$ cat config.mk
export PLATFORM = sky130hd
export DESIGN_NAME = icache_refill_ctrl
export DESIGN_NICKNAME = d
export VERILOG_FILES = /design/src/rtl/rics_cache_pkg.sv /design/src/rtl/refill_line_buffer.sv /design/src/rtl/icache_refill_ctrl.sv
export SDC_FILE = /design/constraint.sdc
export NUM_CORES = 1
export LEC_CHECK = 0
export BUFFER_PORTS_ARGS = -buffer_cell sky130_fd_sc_hd__buf_2
export CORE_ASPECT_RATIO = 1.2
export CORE_MARGIN = 5
export CORE_UTILIZATION = 46
export DETAILED_ROUTE_END_ITERATION = 7
export PLACE_DENSITY = 0.73
export SLEW_MARGIN = 10
export SYNTH_ARGS = -nofsm -noshare
export SYNTH_HDL_FRONTEND = slang
export SYNTH_SLANG_ARGS = --single-unit
$ cat constraint.sdc
create_clock -name inp_clk -period 2.89 [get_ports inp_clk]
set_input_delay 0.289 -clock inp_clk [delete_from_list [all_inputs] [get_ports inp_clk]]
set_output_delay 0.289 -clock inp_clk [all_outputs]
set_load 0.01 [all_outputs]
$ cat src/rtl/rics_cache_pkg.sv
// rics_cache_pkg: shared state encoding, line geometry and address helpers for the I-cache refill path
package rics_cache_pkg;
   typedef enum logic [1:0] {IDLE, REQ, FILL, ERROR} state_t;
   localparam int LINE_WIDTH = 64;
   localparam int OFFSET_LSB = 1;
   localparam int OFFSET_MSB = 2;
   localparam int LINE_LSB   = 3;
   function automatic logic [15:0] line_align(input logic [15:0] a);
      return {a[15:LINE_LSB], {LINE_LSB{1'b0}}};
   endfunction
endpackage

$ cat src/rtl/refill_line_buffer.sv
// refill_line_buffer: beat counter plus line assembly for one cache refill
//   i_clear resets the beat counter at the start of a refill; i_ack stores i_data
//   at the current beat slot; o_last flags the ack that completes the line.
module refill_line_buffer #(
   parameter int W = 16,
   parameter int N = 4
) (
   input  logic           inp_clk,
   input  logic           inp_rst,
   input  logic           i_clear,
   input  logic           i_ack,
   input  logic [W-1:0]   i_data,
   output logic [W*N-1:0] o_line,
   output logic           o_last
);
   localparam int CW = $clog2(N);
   logic [CW-1:0]  r_cnt;
   logic [W*N-1:0] r_line;
   assign o_line = r_line;
   assign o_last = i_ack && r_cnt == CW'(N - 1);
   always_ff @(posedge inp_clk or posedge inp_rst) begin
      if (inp_rst) begin
         r_cnt  <= '0;
         r_line <= '0;
      end else if (i_clear) begin
         r_cnt <= '0;
      end else if (i_ack) begin
         r_line[r_cnt*W +: W] <= i_data;
         r_cnt                <= r_cnt + 1'b1;
      end
   end
endmodule

$ cat src/rtl/icache_refill_ctrl.sv
// icache_refill_ctrl: miss/refill sequencer between fetch, the I-cache and instruction memory
//   fetch side : inp_fetchReq, inp_address -> out_instruction, out_valid, out_stall
//   cache side : out_cacheAddress, inp_cacheHit, inp_cacheInstruction, out_cacheWrite, out_cacheLine
//   memory side: out_memReq, out_memAddress, inp_memAck, inp_memData
//   status     : out_error (sticky timeout), out_missCount (saturating)
module icache_refill_ctrl
   import rics_cache_pkg::*;
#(
   parameter int          ADDR_WIDTH     = 16,
   parameter int          INSTR_WIDTH    = 16,
   parameter int          WORDS_PER_LINE = 4,
   parameter int          MEM_TIMEOUT    = 64,
   parameter logic [15:0] MISS_SAT       = 16'hFFFF
) (
   input  logic                   inp_clk,
   input  logic                   inp_rst,
   input  logic                   inp_fetchReq,
   input  logic [ADDR_WIDTH-1:0]  inp_address,
   input  logic                   inp_cacheHit,
   input  logic [INSTR_WIDTH-1:0] inp_cacheInstruction,
   output logic [ADDR_WIDTH-1:0]  out_cacheAddress,
   output logic                   out_cacheWrite,
   output logic [LINE_WIDTH-1:0]  out_cacheLine,
   output logic                   out_memReq,
   output logic [ADDR_WIDTH-1:0]  out_memAddress,
   input  logic                   inp_memAck,
   input  logic [INSTR_WIDTH-1:0] inp_memData,
   output logic [INSTR_WIDTH-1:0] out_instruction,
   output logic                   out_valid,
   output logic                   out_stall,
   output logic                   out_error,
   output logic [15:0]            out_missCount
);
   localparam int TW = $clog2(MEM_TIMEOUT) + 1;
   state_t                 r_state;
   logic [ADDR_WIDTH-1:0]  r_addr;
   logic [TW-1:0]          r_tmo;
   logic [15:0]            r_miss;
   logic [LINE_WIDTH-1:0]  w_line;
   logic                   w_last;
   logic                   w_hit;
   logic                   w_miss;
   logic                   w_ack;
   logic [INSTR_WIDTH-1:0] w_word;
   assign w_hit  = r_state == IDLE && inp_fetchReq && inp_cacheHit;
   assign w_miss = r_state == IDLE && inp_fetchReq && !inp_cacheHit;
   // acks are only meaningful while a line read is outstanding
   assign w_ack  = r_state == REQ && inp_memAck;
   refill_line_buffer #(.W(INSTR_WIDTH), .N(WORDS_PER_LINE)) u_buf (
      .inp_clk (inp_clk),
      .inp_rst (inp_rst),
      .i_clear (w_miss),
      .i_ack   (w_ack),
      .i_data  (inp_memData),
      .o_line  (w_line),
      .o_last  (w_last)
   );
   // critical word comes from the assembled buffer, not a second cache read
   assign w_word = w_line[r_addr[OFFSET_MSB:OFFSET_LSB]*INSTR_WIDTH +: INSTR_WIDTH];
   always_ff @(posedge inp_clk or posedge inp_rst) begin
      if (inp_rst) begin
         r_state <= IDLE;
         r_addr  <= '0;
         r_tmo   <= '0;
         r_miss  <= '0;
      end else begin
         case (r_state)
            IDLE: if (w_miss) begin
               r_state <= REQ;
               r_addr  <= inp_address;
               r_tmo   <= '0;
               r_miss  <= r_miss == MISS_SAT ? r_miss : r_miss + 1'b1;
            end
            REQ: if (inp_memAck) begin
               r_tmo <= '0;
               if (w_last) r_state <= FILL;
            end else if (r_tmo == TW'(MEM_TIMEOUT - 1)) begin
               r_state <= ERROR;
            end else begin
               r_tmo <= r_tmo + 1'b1;
            end
            FILL: r_state <= IDLE;
            default: ;
         endcase
      end
   end
   assign out_cacheAddress = r_state == IDLE ? inp_address : r_addr;
   assign out_cacheWrite   = r_state == FILL;
   assign out_cacheLine    = w_line;
   assign out_memReq       = r_state == REQ;
   assign out_memAddress   = line_align(r_addr);
   assign out_valid        = w_hit || (r_state == FILL && inp_fetchReq);
   assign out_instruction  = w_hit ? inp_cacheInstruction : r_state == FILL ? w_word : '0;
   assign out_stall        = w_miss || r_state == REQ || r_state == ERROR;
   assign out_error        = r_state == ERROR;
   assign out_missCount    = r_miss;
endmodule

==> impl_results.md <==
* Clk_skew at 0.008105 ns
* Fill count at between 1000 and 1500
* DRC at 0
* Final period utilization at 82.62%
* Crit path launch: r_state[0]
* Clock transition at the registers of the reported paths at 0.07 ns
* Cells along the critical path: nor2_4, buf_4, and3_1, buf_4, a22o_1, buf_2
* Initial antenna violation count at 0
* Post-DR vias/cell at around 5.4
* Delay of the slowest cell on the worst path at approximately 0.49 ns
* Max clock buf depth at 2
* Commonest cells after routing, fill and taps aside: 182 x buf_2, 174 x nand2_1, 107 x dfrtp_1
* # port buffers at ~180
* Ys async rst share at between 90% and 100%
* Post-CTS setup buffers at 0
* Cell mode on critical path: buf_4
* Worst r2r path cells at 5
* Ant. Diodes at 0
* Combinational family with the most area after synthesis: simple AND/OR/NAND/NOR gates
* Latest clock arrival within the worst-skew pair at around 0.34 ns
* Post-cts resize count at 0
* Syn Inst Count at 553
* Crit-path max FO at 17
* Largest net degree at the start of global routing at 80
* Most used DFF post-synth: dfrtp_1
* Vias in the first global route at ~4600
* DP HPWL at ~11000 um
* CTS Hold Bufs at 0
* Adder-Cell Fraction of Synth Area at under 10%
* I/O pins at between 150 and 200
* Commonest non-fill, non-tap cell in the layout: buf_2
* Register area at 0.002678 mm2
* Final Hold Viols at 0
* Mapped cell area at about 0.0055 mm2
* Final wirelength at about 15000 um
* Slowest-stage cell, CP: dfrtp_1
* RePlAce Congestion at a little under 0.9
* Setup CP Type: reg -> out
* Clock H-tree levels at 3
* Min Clock Period, post-route at 2.388 ns
* FP Rows at 43
* Xor and xnor fraction of the mapped netlist area at 2.546%
* Clock root cell: clkbuf_16
* Grt total ovfl at 0
* Reg2reg setup slack at about 0.80 ns
* CTS tree: built
* Slew Limit Fails at 0
* Unique masters post-synth at 55
* Starting Density at a little under half
* Footprint of the multi-input gates at approximately 0.0026 mm2
* DRT iter0 DRCs at between 300 and 400
* Layout cells sized above 1 at between 30% and 40%
* Mux cell area share after synthesis at 10.48%
* Crit. End Element: primary output
* Die width at 109.9 um
* Fmax at about 420 MHz
* Outcome: finished, final reports clean
* RSZ-0062 raised after global routing: false
* #FFs+latches synth at 107
* Post-synth EDFFs at 0
* PD cells at ~970 mW/mm2
* TNS Setup at 0 ns
* Yosys Warn Count at 0
* Crit path DAT at 2.10 ns
* Reg2reg start: u_buf.r_cnt[0]
* Detailed-route via count at between 4000 and 5000
* Simple-gate share of the synthesized area at roughly a fifth
* Routed len/inst at between 15 and 20 um
* Tot GR Track Use at between 20% and 30%
* Worst min-delay path class: in -> async
* Die H at roughly 130 um
* Worst-margin pin slew at 0.7501 ns
* Final antenna-violating net count at 0
* Placeable Area at about 0.012 mm2
* WHS at between 0.04 and 0.05 ns
* CP Data Required Time at approximately 2.6 ns
* Avg Synthesized Cell Area at 9.953 um2
* P&R area growth vs syn at 23.32%
* Synth Area in Compound Gates at 11.46%
* CTS Buf Count at 9
* Tot Pwr at 6.598 mW
* First-pass GRT wire length at about 24000 um
* Die Area at 0.01426 mm2
* VDD IR max at roughly 610 uV
* Max-cap viol count at 0
* Leakage at between 3 and 4 nW
* Fin nets at ~780
* Clock sink count at between 100 and 150
* Critical Path Source Type: register
* # setup viols final at 0
* Detailed Routing Iterations Pass 1 at 5
* Sequential-to-total area share from yosys stat at between 40% and 50%
* Slew margin rel. at about half
==> cells in the mapped netlist, drive strengths merged, types with 2 or more instances <==
cell type / count / area [um2]
nand4: 6 / 43.79
dfrtp: 107 / 2678
o21a: 3 / 22.52
and3: 4 / 25.02
nand2: 174 / 653.1
a21oi: 3 / 15.01
nand2b: 2 / 12.51
xor2: 8 / 70.07
or2: 2 / 15.02
nand3b: 2 / 15.01
inv: 6 / 22.52
a22o: 26 / 227.7
nand4b: 2 / 17.52
nor2: 10 / 50.05
nor3b: 6 / 65.06
o21ai: 60 / 300.3
nor3: 6 / 46.30
o2111ai: 2 / 17.52
mux4: 16 / 360.4
buf: 33 / 207.7
mux2: 18 / 206.4
nor4: 2 / 27.53
nor4b: 2 / 23.77
ha: 8 / 100.1
xnor2: 8 / 70.07
nand3: 7 / 35.03
and2: 2 / 12.51
clkbuf: 14 / 52.55
==> sequential cells by signal, indices dropped and copies added, names as in the netlist <==
signal         flops
out_missCount     16
r_addr            16
r_state            2
r_tmo              7
u_buf.o_line      64
u_buf.r_cnt        2
==> metrics by stage <==
stage	cells	util, %	setup slack, ns	instance area, um2
floorplan	555	-	1.012	5515
global placement	863	56.07	0.9019	6516
detailed placement	863	56.07	0.8170	6516
CTS	879	58.41	0.4506	6788
global route	879	58.41	0.3769	6788
finish	879	58.41	0.5022	6788
==> cell type report <==
type	instances	share of cell area [%]
clock buffers	11	3.429
clock inverters	5	0.5714
repair buffers	198	15.37
well taps	157	2.894
multi-input cells	395	37.90
inverters	6	0.3871
flip-flops and latches	107	39.45
==> path summary, 6_finish.rpt <==
kind | endpoint
max | out_instruction[15]
min | r_addr[5]
max reg2reg | u_buf.o_line[48]
min reg2reg | r_addr[0]
max in group asynchronous | u_buf.o_line[25]
min in group inp_clk | r_addr[11]
==> power breakdown <==
part | internal [mW] | switching [mW]
clock network | 0.590 | 0.540
registers | 1.99 | 0.450
logic | 1.33 | 1.70
==> worst max-delay path, delay by kind of cell, from the launching register on <==
kind	cells	cell delay, ns
buffers and inverters	3	0.65
DFF	1	0.49
AOI/OAI and AO/OA	1	0.19
and+or+nand+nor	2	0.42
==> metal layers <==
metal	routed length (um)	vias to the layer above	GRT usage [%]	part of all wire (%)
met1	6060	2309	26.54	40
met4	201	0	6.603	1.3
met2	7714	179	36.79	51
met5	0	-	0	0
met3	1280	20	4.602	8.4
li1	-	2217	-	-
==> logic make-up (layout without fill, tap and decap cells) <==
group,Yosys count,in the layout
multiplexers,35,35
AND/OR/NAND/NOR,233,233
AO/OA/AOI/OAI,100,100
buffers and inverters,53,220
flip-flops,107,107
XOR/XNOR,16,16
other,1,3
adder cells (fa/ha/maj),8,8
No activity file was read; power rests on OpenSTA's default activity.
